--- src/rtl/ram_burst_ctrl.sv ---
// ram_burst_ctrl: burst sequencer in front of the 1024x10 single-port RAM.
// Write bursts move words from a valid/ready producer into the RAM, read
// bursts move RAM words out to a valid/ready consumer.
// Optional build macro RAMCTL_CHECKSUM_EN adds a running checksum output.
//
// state | meaning
// ------+------------------------------------------------------------
// IDLE  | waiting for a command; cmd_ready high
// WRITE | accepting write-stream words, one RAM write pulse per word
// READ  | capturing RAM words into the rd_data output register
// DRAIN | all words captured, waiting for the last rd_data handshake
module ram_burst_ctrl #(
    parameter int ADDR_W = 10,
    parameter int DATA_W = 10
) (
    input  logic              clk,
    input  logic              reset,
    input  logic              cmd_valid,
    output logic              cmd_ready,
    input  logic              cmd_write,
    input  logic [ADDR_W-1:0] cmd_addr,
    input  logic [ADDR_W:0]   cmd_len,
    input  logic [DATA_W-1:0] wr_data,
    input  logic              wr_valid,
    output logic              wr_ready,
    output logic [DATA_W-1:0] rd_data,
    output logic              rd_valid,
    input  logic              rd_ready,
    output logic              ram_write_enable,
    output logic [ADDR_W-1:0] ram_address,
    output logic [DATA_W-1:0] ram_data_in,
    input  logic [DATA_W-1:0] ram_data_out,
    output logic              busy,
    output logic              done
`ifdef RAMCTL_CHECKSUM_EN
    ,
    output logic [DATA_W-1:0] checksum
`endif
);

    typedef enum logic [1:0] {
        IDLE  = 2'd0,
        WRITE = 2'd1,
        READ  = 2'd2,
        DRAIN = 2'd3
    } state_t;

    localparam logic [ADDR_W:0]   MAX_LEN  = {1'b1, {ADDR_W{1'b0}}};
    localparam logic [ADDR_W:0]   LEN_ONE  = {{ADDR_W{1'b0}}, 1'b1};
    localparam logic [ADDR_W-1:0] ADDR_ONE = {{(ADDR_W-1){1'b0}}, 1'b1};

    state_t            state;
    logic [ADDR_W:0]   remaining;

    logic cmd_accept;
    logic wr_accept;
    logic rd_capture;

    // Stream handshakes are decoded straight from the state so the ready
    // signals never lag a state change.
    assign cmd_ready  = (state == IDLE);
    assign busy       = (state != IDLE);
    assign wr_ready   = (state == WRITE);
    assign cmd_accept = (state == IDLE) && cmd_valid;
    assign wr_accept  = (state == WRITE) && wr_valid;
    assign rd_capture = (state == READ) && (!rd_valid || rd_ready);

    // Main sequencer: state, RAM pins, read-stream register and done pulse.
    always_ff @(posedge clk or posedge reset) begin
        if (reset) begin
            state            <= IDLE;
            remaining        <= '0;
            ram_write_enable <= 1'b0;
            ram_address      <= '0;
            ram_data_in      <= '0;
            rd_data          <= '0;
            rd_valid         <= 1'b0;
            done             <= 1'b0;
        end else begin
            done             <= 1'b0;
            ram_write_enable <= 1'b0;
            // The address moves only after a write cycle has finished, so
            // it stays stable for the whole cycle the RAM sees the pulse.
            if (ram_write_enable) begin
                ram_address <= ram_address + ADDR_ONE;
            end
            unique case (state)
                IDLE: begin
                    if (cmd_valid) begin
                        ram_address <= cmd_addr;
                        if (cmd_len == '0 || cmd_len > MAX_LEN) begin
                            remaining <= '0;
                            done      <= 1'b1;
                        end else begin
                            remaining <= cmd_len;
                            state     <= cmd_write ? WRITE : READ;
                        end
                    end
                end
                WRITE: begin
                    if (wr_valid) begin
                        ram_data_in      <= wr_data;
                        ram_write_enable <= 1'b1;
                        remaining        <= remaining - LEN_ONE;
                        if (remaining == LEN_ONE) begin
                            state <= IDLE;
                            done  <= 1'b1;
                        end
                    end
                end
                READ: begin
                    if (rd_capture) begin
                        rd_data     <= ram_data_out;
                        rd_valid    <= 1'b1;
                        ram_address <= ram_address + ADDR_ONE;
                        remaining   <= remaining - LEN_ONE;
                        if (remaining == LEN_ONE) begin
                            state <= DRAIN;
                        end
                    end
                end
                DRAIN: begin
                    if (rd_valid && rd_ready) begin
                        rd_valid <= 1'b0;
                        done     <= 1'b1;
                        state    <= IDLE;
                    end
                end
                default: state <= IDLE;
            endcase
        end
    end

`ifdef RAMCTL_CHECKSUM_EN
    // Running sum of every word written to RAM or captured for reading;
    // it is left untouched after done until the next command is taken.
    always_ff @(posedge clk or posedge reset) begin
        if (reset) begin
            checksum <= '0;
        end else if (cmd_accept) begin
            checksum <= '0;
        end else if (wr_accept) begin
            checksum <= checksum + wr_data;
        end else if (rd_capture) begin
            checksum <= checksum + ram_data_out;
        end
    end
`endif

endmodule

--- config.mk ---
export PLATFORM = sky130hd
export DESIGN_NAME = ram_burst_ctrl
export DESIGN_NICKNAME = d
export VERILOG_FILES = /design/src/rtl/ram_burst_ctrl.sv
export SDC_FILE = /design/constraint.sdc
export NUM_CORES = 1
export LEC_CHECK = 0
export ABC_AREA = 1
export BUFFER_PORTS_ARGS = -buffer_cell sky130_fd_sc_hd__buf_2
export CELL_PAD_IN_SITES_DETAIL_PLACEMENT = 0
export CELL_PAD_IN_SITES_GLOBAL_PLACEMENT = 1
export CORE_MARGIN = 1.5
export CORE_UTILIZATION = 33
export CTS_BUF_LIST = sky130_fd_sc_hd__clkbuf_4 sky130_fd_sc_hd__clkbuf_8 sky130_fd_sc_hd__clkbuf_16
export CTS_CLUSTER_DIAMETER = 30
export DETAILED_ROUTE_END_ITERATION = 6
export GPL_TIMING_DRIVEN = 1
export PLACE_DENSITY = 0.78
export SYNTH_ARGS = -nofsm -noshare
export SYNTH_HDL_FRONTEND = slang
export SYNTH_SLANG_ARGS = --single-unit
--- constraint.sdc ---
create_clock -name clk -period 1.6 [get_ports clk]
set_input_delay 0.16 -clock clk [delete_from_list [all_inputs] [get_ports clk]]
set_output_delay 0.16 -clock clk [all_outputs]
set_load 0.02 [all_outputs]
==> reports/summary.txt <==
RUN STATUS
--------------------------------------------------------------------------------
Status ............................................................ finished, final reports clean

FLOORPLANNING
--------------------------------------------------------------------------------
Initial core utilization ..........................................       34.46%
Height of the die .................................................     96.10 um
Die Wd ............................................................     96.10 um
Area inside the core boundary .....................................    8299 um^2
Number of standard-cell rows in the floorplan .....................           33
Die ar. ...........................................................    9235 um^2
Ports placed on the boundary ......................................           83

TIMING
--------------------------------------------------------------------------------
Worst slew pin tran ...............................................    0.4370 ns
Max-slew violation count ..........................................            0
Final Hold Violating Endpoints ....................................            0
Clock period minus worst slack ....................................     1.589 ns
Maximum clock rate ................................................    629.3 MHz
RSZ-0062 raised after global routing ..............................          yes
Number of failing setup endpoints in the final timing report ......            0
Final period utilization ..........................................       99.31%
Worst setup skew after layout .....................................  0.005270 ns
Slew headroom .....................................................       70.82%

CELLS AND AREA
--------------------------------------------------------------------------------
Final Instance Area ...............................................    3799 um^2
Post-Layout Cell Count ............................................          637
Utilization of the core after routing .............................       45.77%
Net total in the final layout .....................................          586
Ant. Diodes .......................................................            0
Fraction of final layout cells with drive strength greater than 1 .       28.57%
Area added between synthesis and finish ...........................       32.81%

YOSYS
--------------------------------------------------------------------------------
Synth cell types ..................................................           34
Syn_nets ..........................................................          477
Syn Std Cell Area .................................................    2860 um^2
Number of warnings printed during yosys synthesis .................            0
#FFs+latches synth ................................................           46
Seq/Total Area, Yosys .............................................       40.24%
Average footprint of a synthesized cell ...........................   6.778 um^2
Instance count of the mapped netlist ..............................          422

CLOCK TREE
--------------------------------------------------------------------------------
Worst skew pair latency ...........................................      0.30 ns
Buffer type at the clock tree root ................................ sky130_fd_sc_hd__clkbuf_8
Deepest clock path buffer count ...................................            2
Clock sink count ..................................................           46
TritonCTS clock tree ..............................................         done
H-tree depth reported by CTS ......................................            2
TritonCTS Buffers .................................................            5
Worst-path clk slew ...............................................      0.10 ns

WORST SETUP PATH
--------------------------------------------------------------------------------
Crit path launch type .............................................     register
CP endpoint kind ..................................................     register
Sum of buffers and inverters on the critical path .................            3
Worst-path fanout max .............................................            9
Data arrival time at the worst-slack endpoint .....................      1.78 ns
Gate family responsible for the most delay along the worst path ...   flip-flops
Largest stage delay on the critical path ..........................      0.42 ns
Required arrival time at the worst endpoint .......................      1.79 ns
Cell chain of the critical path ................................... buf_6, ha_2, inv_1, nor2_2, nor3_4, inv_4, o21ai_2, o31ai_2
Worst path slowest cell ........................................... sky130_fd_sc_hd__dfrtp_1
Critical Setup Path Class .........................................      reg2reg

DRT
--------------------------------------------------------------------------------
Final routed wirelength across all metal layers ...................      8070 um
DRC violations left ...............................................            0
DRT antenna net count .............................................            0
Count of TritonRoute iterations in the first routing pass .........            4
Post-DR vias/cell .................................................        4.655
Total vias in the final route .....................................         2965
Routed wire length per instance ...................................     12.67 um
1st-iter DRT viols ................................................          102

GRT
--------------------------------------------------------------------------------
Remaining global-route overflow ...................................            0
First-pass GRT wire length ........................................     12380 um
Overall global routing resource usage .............................       17.33%
Pin count of the biggest net entering global routing ..............           29
Via count of the first global-routing pass ........................         2668
Initial antenna violation count ...................................            0

PWR
--------------------------------------------------------------------------------
Ratio of total power to cell area ................................. 2016 nW/um^2
Cell internal power dissipation ...................................     3.985 mW
Net switching component of the power ..............................     3.674 mW
Post-route total power ............................................     7.659 mW
Relative contribution of sequential cells to total power ..........        27.9%
Leak pwr ..........................................................     2.114 nW
Combinational Power Share .........................................        60.4%
Fraction of power spent switching nets ............................       47.98%
Proportion of power drawn by the clock network ....................        11.8%
Maximum vdd ir drop ...............................................    0.7514 mV

HOLD PATH
--------------------------------------------------------------------------------
Hold crit path type ...............................................       in2reg

PLACE
--------------------------------------------------------------------------------
Total placed cells including tap cells ............................          623
Post-Place Cell Area ..............................................    3538 um^2
Placed wire-length estimate after detailed placement ..............      6040 um
Routability congestion estimate from global placement .............       0.8293
Port bufs .........................................................           82

FLOW RUN
--------------------------------------------------------------------------------
MaxCap Viol Count .................................................            0

==> path summary, 6_finish.rpt <==
check | slack, ns | end | from | cells after the start
worst max-delay path | 0.01 | remaining[4]$_DFFE_PP0P_ | state[0]$_DFFE_PP0P_ | 8
worst min-delay path | 0.05 | rd_data[1]$_DFFE_PP0P_ | ram_data_out[1] | 3
worst max register to register | 0.01 | remaining[4]$_DFFE_PP0P_ | state[0]$_DFFE_PP0P_ | 8
worst min register to register | 0.48 | rd_data[6]$_DFFE_PP0P_ | rd_data[6]$_DFFE_PP0P_ | 2
max in group asynchronous | 0.67 | state[1]$_DFFE_PP0P_ | reset | 4
min in group asynchronous | 0.42 | ram_address[5]$_DFF_PP0_ | reset | 3
==> logic make-up (layout without fill, tap and decap cells) <==
group,after synthesis,count (layout),share of synthesized area [%]
and+or+nand+nor,271,271,39.46
buffers and inverters,57,167,8.224
DFF,46,46,40.24
AOI/OAI and AO/OA,38,38,7.962
adders and majority gates,8,8,3.500
xor gates and xnor gates,2,2,0.6125
==> through the flow <==
stage	TNS [ns]	setup slack (ns)	hold slack, ns
floorplan	0	0.01921	0.2696
detailed placement	-0.005672	-0.005672	0.1990
global placement	0	0.05024	0.1879
CTS	0	0.001560	0.03711
global route	-0.6550	-0.08398	0.03665
finish	0	0.01102	0.05002
==> layer usage <==
metal  part of all wire (%)  up-vias  wire, um  GRT usage [%]
li1                       -     1536         -              -
met3                    3.7       10       300          2.765
met4                    1.6        0       131          5.270
met2                     51       63      4153          31.40
met5                      0        -         0              0
met1                     43     1356      3485          20.86
==> state kept, by name, indices dropped and copies added (netlist names) <==
name              count
done                  1
ram_address          10
ram_data_in          10
ram_write_enable      1
rd_data              10
rd_valid              1
remaining            11
state                 2
==> cell type report <==
class	instances	area, um^2
well taps	105	131.4
multi-input cells	319	1551
clock buffers	5	68.82
clock inverters	3	45.04
repair buffers	112	670.6
flip-flops and latches	46	1152
inverters	47	178.9
fillers	879	4501
==> worst min-delay path, stage by stage <==
cell and delay [ns]:
sky130_fd_sc_hd__buf_2 0.07, sky130_fd_sc_hd__nand2_1 0.04, sky130_fd_sc_hd__nand2_1 0.04
==> cells in the mapped netlist <==
library cell | instances | area (um^2)
sky130_fd_sc_hd__a21oi_2 | 1 | 8.760
sky130_fd_sc_hd__inv_2 | 2 | 7.510
sky130_fd_sc_hd__nand2_1 | 177 | 664.4
sky130_fd_sc_hd__ha_1 | 8 | 100.1
sky130_fd_sc_hd__o211ai_1 | 3 | 22.52
sky130_fd_sc_hd__nand3_1 | 33 | 165.2
sky130_fd_sc_hd__nand2_2 | 2 | 12.51
sky130_fd_sc_hd__o221ai_1 | 1 | 8.760
sky130_fd_sc_hd__nor3_1 | 3 | 15.01
sky130_fd_sc_hd__buf_2 | 4 | 20.02
sky130_fd_sc_hd__or2_2 | 1 | 6.260
sky130_fd_sc_hd__o21ai_1 | 2 | 10.01
sky130_fd_sc_hd__a21oi_1 | 13 | 65.06
sky130_fd_sc_hd__nand3_4 | 1 | 17.52
sky130_fd_sc_hd__o311ai_0 | 1 | 8.760
sky130_fd_sc_hd__dfrtp_1 | 46 | 1151
sky130_fd_sc_hd__nand3b_1 | 4 | 30.03
sky130_fd_sc_hd__xor2_1 | 1 | 8.760
sky130_fd_sc_hd__nand4_1 | 3 | 18.77
sky130_fd_sc_hd__a31oi_1 | 1 | 6.260
sky130_fd_sc_hd__o21ai_0 | 12 | 60.06
sky130_fd_sc_hd__nor2_1 | 42 | 157.7
sky130_fd_sc_hd__clkinv_1 | 1 | 3.750
sky130_fd_sc_hd__clkbuf_2 | 1 | 5.000
sky130_fd_sc_hd__o21ai_2 | 2 | 17.52
sky130_fd_sc_hd__buf_1 | 1 | 3.750
sky130_fd_sc_hd__inv_1 | 44 | 165.2
sky130_fd_sc_hd__nor2_2 | 4 | 25.02
sky130_fd_sc_hd__clkbuf_1 | 2 | 7.510
sky130_fd_sc_hd__buf_6 | 2 | 22.52
sky130_fd_sc_hd__nor3_4 | 1 | 16.27
sky130_fd_sc_hd__o31ai_2 | 1 | 12.51
sky130_fd_sc_hd__xnor2_1 | 1 | 8.760
sky130_fd_sc_hd__a22oi_1 | 1 | 7.510
==> power by group through the flow <==
stage               registers [mW]  clock network [mW]  logic, mW
floorplan                     2.54                   0       2.39
global placement              2.12                   0       4.20
detailed placement            2.13                   0       4.27
CTS                           2.11               0.941       4.30
global route                  2.21               0.982       5.16
finish                        2.13               0.900       4.62
==> placed cells by master, fill, tap and decap left out, types with 3 or more instances in the layout <==
master,n
sky130_fd_sc_hd__nand2_1,174
sky130_fd_sc_hd__buf_2,82
sky130_fd_sc_hd__dfrtp_1,45
sky130_fd_sc_hd__inv_1,40
sky130_fd_sc_hd__nor2_1,40
sky130_fd_sc_hd__nand3_1,33
sky130_fd_sc_hd__buf_4,25
sky130_fd_sc_hd__o21ai_0,11
sky130_fd_sc_hd__a21oi_1,10
sky130_fd_sc_hd__nor2_2,6
sky130_fd_sc_hd__inv_2,5
sky130_fd_sc_hd__ha_1,5
sky130_fd_sc_hd__clkbuf_8,5
sky130_fd_sc_hd__a21oi_2,4
sky130_fd_sc_hd__nand3b_1,4
sky130_fd_sc_hd__nand2_4,3
sky130_fd_sc_hd__nor3_1,3
sky130_fd_sc_hd__o21ai_2,3
sky130_fd_sc_hd__nand4_1,3
sky130_fd_sc_hd__o211ai_1,3
==> what timing repair did <==
action / 4_1_cts / 5_1_grt
pin swaps: 0 / 5
setup endpoints to repair: 2 / 22
resized for setup: 2 / 25
setup buffers: 0 / 4
cloned: 0 / 1
hold buffers: 1 / 0
hold endpoints to repair: 18 / 0
(Power assumes the default switching activity.)
